### config.mk
export PLATFORM = sky130hd
export DESIGN_NAME = dctq_zigzag_rle
export DESIGN_NICKNAME = d
export VERILOG_FILES = /design/src/rtl/dctq_zigzag_rle.sv
export SDC_FILE = /design/constraint.sdc
export NUM_CORES = 1
export LEC_CHECK = 0
export BUFFER_PORTS_ARGS = -buffer_cell sky130_fd_sc_hd__buf_4
export CAP_MARGIN = 40
export CORE_UTILIZATION = 50
export DETAILED_ROUTE_END_ITERATION = 7
export PLACE_DENSITY = 0.65
export SYNTH_ARGS = -nofsm -noshare
export SYNTH_HDL_FRONTEND = slang
export SYNTH_SLANG_ARGS = --single-unit
### constraint.sdc
create_clock -name clk -period 21.5 [get_ports clk]
set_input_delay 3.225 -clock clk [delete_from_list [all_inputs] [get_ports clk]]
set_output_delay 3.225 -clock clk [all_outputs]
set_load 0.05 [all_outputs]
### src/rtl/dctq_zigzag_rle.sv
// Zigzag reorder of 8x8 quantised DCT blocks through a ping-pong buffer, followed by
// (run, level) run-length tokenisation with an end-of-block token per block.
module dctq_zigzag_rle #(
    parameter int DW    = 9,
    parameter int RUNW  = 6,
    parameter int ZZ_EN = 1
) (
    input  logic            clk,
    input  logic            reset,
    input  logic [DW-1:0]   dctq,
    input  logic            dctq_valid,
    input  logic [5:0]      addr,
    output logic            hold,
    output logic            rle_valid,
    input  logic            rle_ready,
    output logic [RUNW-1:0] rle_run,
    output logic [DW-1:0]   rle_level,
    output logic            rle_eob,
    output logic            overflow
);
    typedef enum logic [2:0] {IDLE, DC, SCAN, EMIT, EOB} state_t;

    // Raster index -> zigzag position, walking anti-diagonals s = row+col.
    function automatic logic [5:0] zz_pos(input logic [5:0] a);
        int r, c, s, b, o;
        r = int'(a[5:3]);
        c = int'(a[2:0]);
        s = r + c;
        if (s < 8) begin
            b = (s * (s + 1)) / 2;
            o = (s % 2 == 1) ? r : c;
        end else begin
            b = 64 - ((15 - s) * (16 - s)) / 2;
            o = (s % 2 == 1) ? r - (s - 7) : 7 - r;
        end
        return 6'(b + o);
    endfunction

    logic [DW-1:0] mem [0:127];
    logic [DW-1:0] rd_data;
    logic [1:0]    full, full_n;
    logic          wr_bank, wr_bank_n, rd_bank, rd_bank_n;
    logic [5:0]    cnt, cnt_n, wr_pos;
    logic          wr_en, ovf_set, free;

    state_t          state, state_n;
    logic [5:0]      idx, idx_n, rd_idx;
    logic [RUNW-1:0] run_cnt, run_n, r_n;
    logic [DW-1:0]   l_n;
    logic            last, last_n, v_n, e_n, rd_en;

    assign wr_pos = (ZZ_EN != 0) ? zz_pos(addr) : addr;

    // Write side; a beat is judged against the full flag as it stood before this edge.
    always_comb begin
        full_n    = full;
        wr_bank_n = wr_bank;
        cnt_n     = cnt;
        wr_en     = 1'b0;
        ovf_set   = 1'b0;
        if (dctq_valid) begin
            if (full[wr_bank]) begin
                ovf_set = 1'b1;
            end else begin
                wr_en = 1'b1;
                if (cnt == 6'd63) begin
                    full_n[wr_bank] = 1'b1;
                    wr_bank_n       = ~wr_bank;
                    cnt_n           = 6'd0;
                end else begin
                    cnt_n = cnt + 6'd1;
                end
            end
        end
        if (free) full_n[rd_bank] = 1'b0;
    end

    always_ff @(posedge clk) begin
        if (reset) begin
            full     <= 2'b00;
            wr_bank  <= 1'b0;
            cnt      <= 6'd0;
            overflow <= 1'b0;
            hold     <= 1'b0;
        end else begin
            full     <= full_n;
            wr_bank  <= wr_bank_n;
            cnt      <= cnt_n;
            overflow <= overflow | ovf_set;
            hold     <= full_n[wr_bank_n];
        end
    end

    always_ff @(posedge clk) begin
        if (wr_en) mem[{wr_bank, wr_pos}] <= dctq;
        if (rd_en) rd_data <= mem[{rd_bank, rd_idx}];
    end

    // rd_data always holds coef[idx], not yet examined; it is frozen during EMIT so a
    // stall neither skips nor repeats an index.
    always_comb begin
        state_n   = state;
        idx_n     = idx;
        run_n     = run_cnt;
        last_n    = last;
        v_n       = rle_valid;
        r_n       = rle_run;
        l_n       = rle_level;
        e_n       = rle_eob;
        rd_en     = 1'b0;
        rd_idx    = idx;
        free      = 1'b0;
        rd_bank_n = rd_bank;
        case (state)
            IDLE: if (full[rd_bank]) begin
                rd_en   = 1'b1;
                rd_idx  = 6'd0;
                state_n = DC;
            end
            DC: begin
                v_n     = 1'b1;
                r_n     = '0;
                l_n     = rd_data;
                e_n     = 1'b0;
                rd_en   = 1'b1;
                rd_idx  = 6'd1;
                idx_n   = 6'd1;
                run_n   = '0;
                last_n  = 1'b0;
                state_n = EMIT;
            end
            SCAN: begin
                rd_en  = (idx != 6'd63);
                rd_idx = idx + 6'd1;
                idx_n  = (idx != 6'd63) ? idx + 6'd1 : idx;
                if (|rd_data) begin
                    v_n     = 1'b1;
                    r_n     = run_cnt;
                    l_n     = rd_data;
                    e_n     = 1'b0;
                    run_n   = '0;
                    last_n  = (idx == 6'd63);
                    state_n = EMIT;
                end else begin
                    run_n = run_cnt + RUNW'(1);
                    if (idx == 6'd63) begin
                        v_n     = 1'b1;
                        r_n     = '0;
                        l_n     = '0;
                        e_n     = 1'b1;
                        state_n = EOB;
                    end
                end
            end
            EMIT: if (rle_ready) begin
                if (last) begin
                    v_n     = 1'b1;
                    r_n     = '0;
                    l_n     = '0;
                    e_n     = 1'b1;
                    state_n = EOB;
                end else begin
                    v_n     = 1'b0;
                    state_n = SCAN;
                end
            end
            EOB: if (rle_ready) begin
                free      = 1'b1;
                rd_bank_n = ~rd_bank;
                v_n       = 1'b0;
                e_n       = 1'b0;
                state_n   = IDLE;
            end
            default: state_n = IDLE;
        endcase
    end

    always_ff @(posedge clk) begin
        if (reset) begin
            state     <= IDLE;
            idx       <= 6'd0;
            run_cnt   <= '0;
            last      <= 1'b0;
            rd_bank   <= 1'b0;
            rle_valid <= 1'b0;
            rle_run   <= '0;
            rle_level <= '0;
            rle_eob   <= 1'b0;
        end else begin
            state     <= state_n;
            idx       <= idx_n;
            run_cnt   <= run_n;
            last      <= last_n;
            rd_bank   <= rd_bank_n;
            rle_valid <= v_n;
            rle_run   <= r_n;
            rle_level <= l_n;
            rle_eob   <= e_n;
        end
    end
endmodule

==> metrics.cfg <==
[logic_synthesis]
ys_ff_latch = 1206
synthCells = 3733
avgSynthCellArea_um2 = 13.3
synth_top_flop_cell = edfxtp_1
synth_warnings = 0
ys_types = 75
syn-cell-area_um2 = 49700
yosys.area_share.simple_pct = 11.6
synth-async-reset-ratio_pct = 0
synth_top_family_by_area = simple AND/OR/NAND/NOR gates
synthMuxAreaShare_pct = 3.95
synth-edff-count = 1161
synth_fa_ha_area_share_pct = 1.60
synth_compound_area_share_pct = 7.77
ys_seq_area_share_pct = 71.9
synth_nets = 3807
synthXorXnorAreaFrac_pct = 0.750

[finish]
nets = 3826
area_growth_pct = 11.5
drive_gt1_share_pct = 8.49
finalNonFillerCells = 5138

[sta]
grt_setup_unrepaired = false
finalCriticalPeriod_ns = 9.71
setup_viol = 0
skew_ns = 0.0255
setup_tns_ns = 0
slew_headroom_pct = 36.2
fin_crit_sh_pct = 45.2
finalHoldViolCount = 0
maxSlewViolCount = 0
fmax_mhz = 103
tightest_slew_ns = 0.949

[global_routing]
grt_pass1_vias = 29900
grt_pass1_wl_um = 194000
grt_antenna_before_repair = 5
overflow = 0
grt_max_degree = 166
grt_use_total_pct = 26.3

[floorplan]
initial_core_util_pct = 50.5
coreArea_um2 = 98400
dieWidth_um = 317
die_area_um2 = 101000
num_rows = 115
dieHeight_um = 317
io_pins = 38

[power]
design_power_total_mw = 6.41
switching_share_pct = 31.9
intPower_mw = 4.37
power_density_nw_per_um2 = 116
power_frac_clock_pct = 31.2
pwr-share-seq_pct = 43.6
irDropWorstVdd_uv = 205
p_comb_share_pct = 25.2
p_sw_mw = 2.05
p_leak_nw = 19.0

[clock_network]
cts_resized = 0
cts_buffer_depth = 3
cts_hold_buf = 0
numCtsBuffers = 117
root_buffer = clkbuf_16
cts_setup_buffers = 0
clock_sinks = 1206
cts_max_level = 3
cts_tree = yes
clock_latency_ns = 0.71
clk_pin_slew_ns = 0.06

[drt]
wire_per_inst_um = 25.7
wl_um = 132000
drc = 0
vias_per_cell = 6.03
drt_first_pass_iters = 5
first_iter_violations = 3649
via_count = 31000
ant_nets = 0

[setup_path]
path_max_fanout = 13
crit_required_ns = 21.82
crit_arrival_ns = 10.03
critPathLaunchType = primary input
crit_path_end_kind = flop
reg2reg_depth = 13
path_class = primary input to flop

[run]
drv_cap = 0

[place]
dp_hpwl_um = 81700
io_buffers = 37
placed_cells = 4919
gp_congestion = 0.888

[worst_hold_path]
hold_depth = 2
hold_class = flop to flop

[run_status]
status = completed

-- through the flow --
| stage | setup WS, ns | util [%] | hold slack [ns] | area, um^2 |
|---|---|---|---|---|
| 6_report | 11.79 | 56.3 | 0.459 | 55400 |
| 3_3_place_gp | 10.97 | 51.8 | 0.449 | 51000 |
| 3_5_place_dp | 11.15 | 52.5 | 0.448 | 51700 |
| 2_1_floorplan | 12.25 | - | 0.448 | 49700 |
| 4_1_cts | 11.89 | 56.3 | 0.459 | 55400 |
| 5_1_grt | 11.41 | 56.3 | 0.491 | 55400 |
-- state kept, by name (all words and copies together) (netlist names) --
register / flops
cnt: 6
full: 2
rle_run: 6
rd_bank: 1
run_cnt: 6
overflow: 1
last: 1
hold: 1
idx: 6
rle_valid: 1
rle_eob: 1
wr_bank: 1
rle_level: 9
mem: 1152
rd_data: 9
state: 3
-- power by group through the flow --
stage	registers [mW]	logic [mW]	clock network, mW
6_report	2.80	1.62	2.00
5_1_grt	2.81	1.72	2.10
4_1_cts	2.80	1.60	2.02
3_5_place_dp	2.85	1.59	0
3_3_place_gp	2.85	1.44	0
2_1_floorplan	2.84	0.920	0
-- worst paths after layout --
| check | startpoint | end | slack (ns) |
|---|---|---|---|
| max | addr[0] | mem[30][8]$_DFFE_PP_ | 11.79 |
| min | rle_level[6]$_SDFFE_PP0P_ | rle_level[6]$_SDFFE_PP0P_ | 0.46 |
| max reg2reg | state[1]$_SDFFE_PP0P_ | rd_data[8]$_DFFE_PP_ | 15.44 |
| min reg2reg | rle_level[6]$_SDFFE_PP0P_ | rle_level[6]$_SDFFE_PP0P_ | 0.46 |
-- kinds of logic (layout without fill, tap and decap cells) --
kind of cell,Yosys count,count (layout)
muxes,183,183
buffers and inverters,244,361
and+or+nand+nor,1351,1351
xor gates and xnor gates,41,41
DFF,1206,1206
AOI/OAI and AO/OA,653,653
other,0,1
adders and majority gates,55,55
-- metal layers --
metal  routed length (um)  track usage (%)  part of all wire (%)
met2                61800             41.6                    47
met1                54200             37.1                    41
met5                    0                0                     0
met3                11400             4.15                   8.6
met4                 4680             9.11                   3.5
-- cells in the mapped netlist, types with 9 or more instances --
cell type	number	share of area (%)
edfxtp_1	1161	70
nand2_1	830	6.3
a21oi_1	357	3.6
nor2_1	232	1.8
mux2i_1	172	3.5
nor4_1	114	1.4
buf_2	104	1.0
clkbuf_1	73	0.55
nand3_1	73	0.73
o22ai_1	68	0.86
o21ai_0	57	0.57
dfxtp_1	45	1.8
ha_1	41	1.0
a211oi_1	31	0.47
inv_1	29	0.22
a31oi_1	28	0.35
xnor2_1	28	0.49
and3_1	23	0.29
nor3_1	23	0.23
buf_4	17	0.26
a21o_1	16	0.24
o2111ai_1	16	0.28
fa_1	14	0.56
nand4_1	12	0.15
o21ai_1	12	0.12
xor2_1	12	0.21
a41oi_1	10	0.18
buf_1	10	0.076
buf_6	10	0.23
mux4_2	10	0.45
nor4_2	10	0.25
a221oi_1	9	0.16
-- layout by cell type, fill, tap and decap left out, types with 45 or more instances in the layout --
master     instances
edfxtp_1        1161
nand2_1          829
a21oi_1          357
nor2_1           232
mux2i_1          172
clkbuf_16        117
nor4_1           114
buf_4             77
nand3_1           73
o22ai_1           67
o21ai_0           57
dfxtp_1           45
-- critical path, stage by stage --
cell      delay (ns)
buf_4           0.12
ha_1            0.22
fa_1            0.81
ha_1            0.37
inv_1           0.19
nor2_1          0.08
ha_1            0.33
ha_1            0.27
inv_1           0.04
fa_1            0.49
fa_1            0.42
xor2_1          0.32
ha_1            0.32
xnor2_1         0.13
o21ai_0         0.21
ha_1            0.32
inv_1           0.10
o21bai_1        0.07
a21oi_1         0.17
xnor2_1         0.19
xor2_1          0.30
nand2_1         0.39
buf_8           0.29
nor2_1          0.62
-- area by class of cell --
cell class / count / area (um^2)
inverters: 30 / 113
clock buffers: 139 / 3010
diodes: 1 / 2.50
multi-input cells: 2283 / 12800
clock inverters: 78 / 722
repair buffers: 114 / 1360
well taps: 1287 / 1610
fillers: 7902 / 43000
flip-flops and latches: 1206 / 35800
No activity file was read; power rests on OpenSTA's default activity.
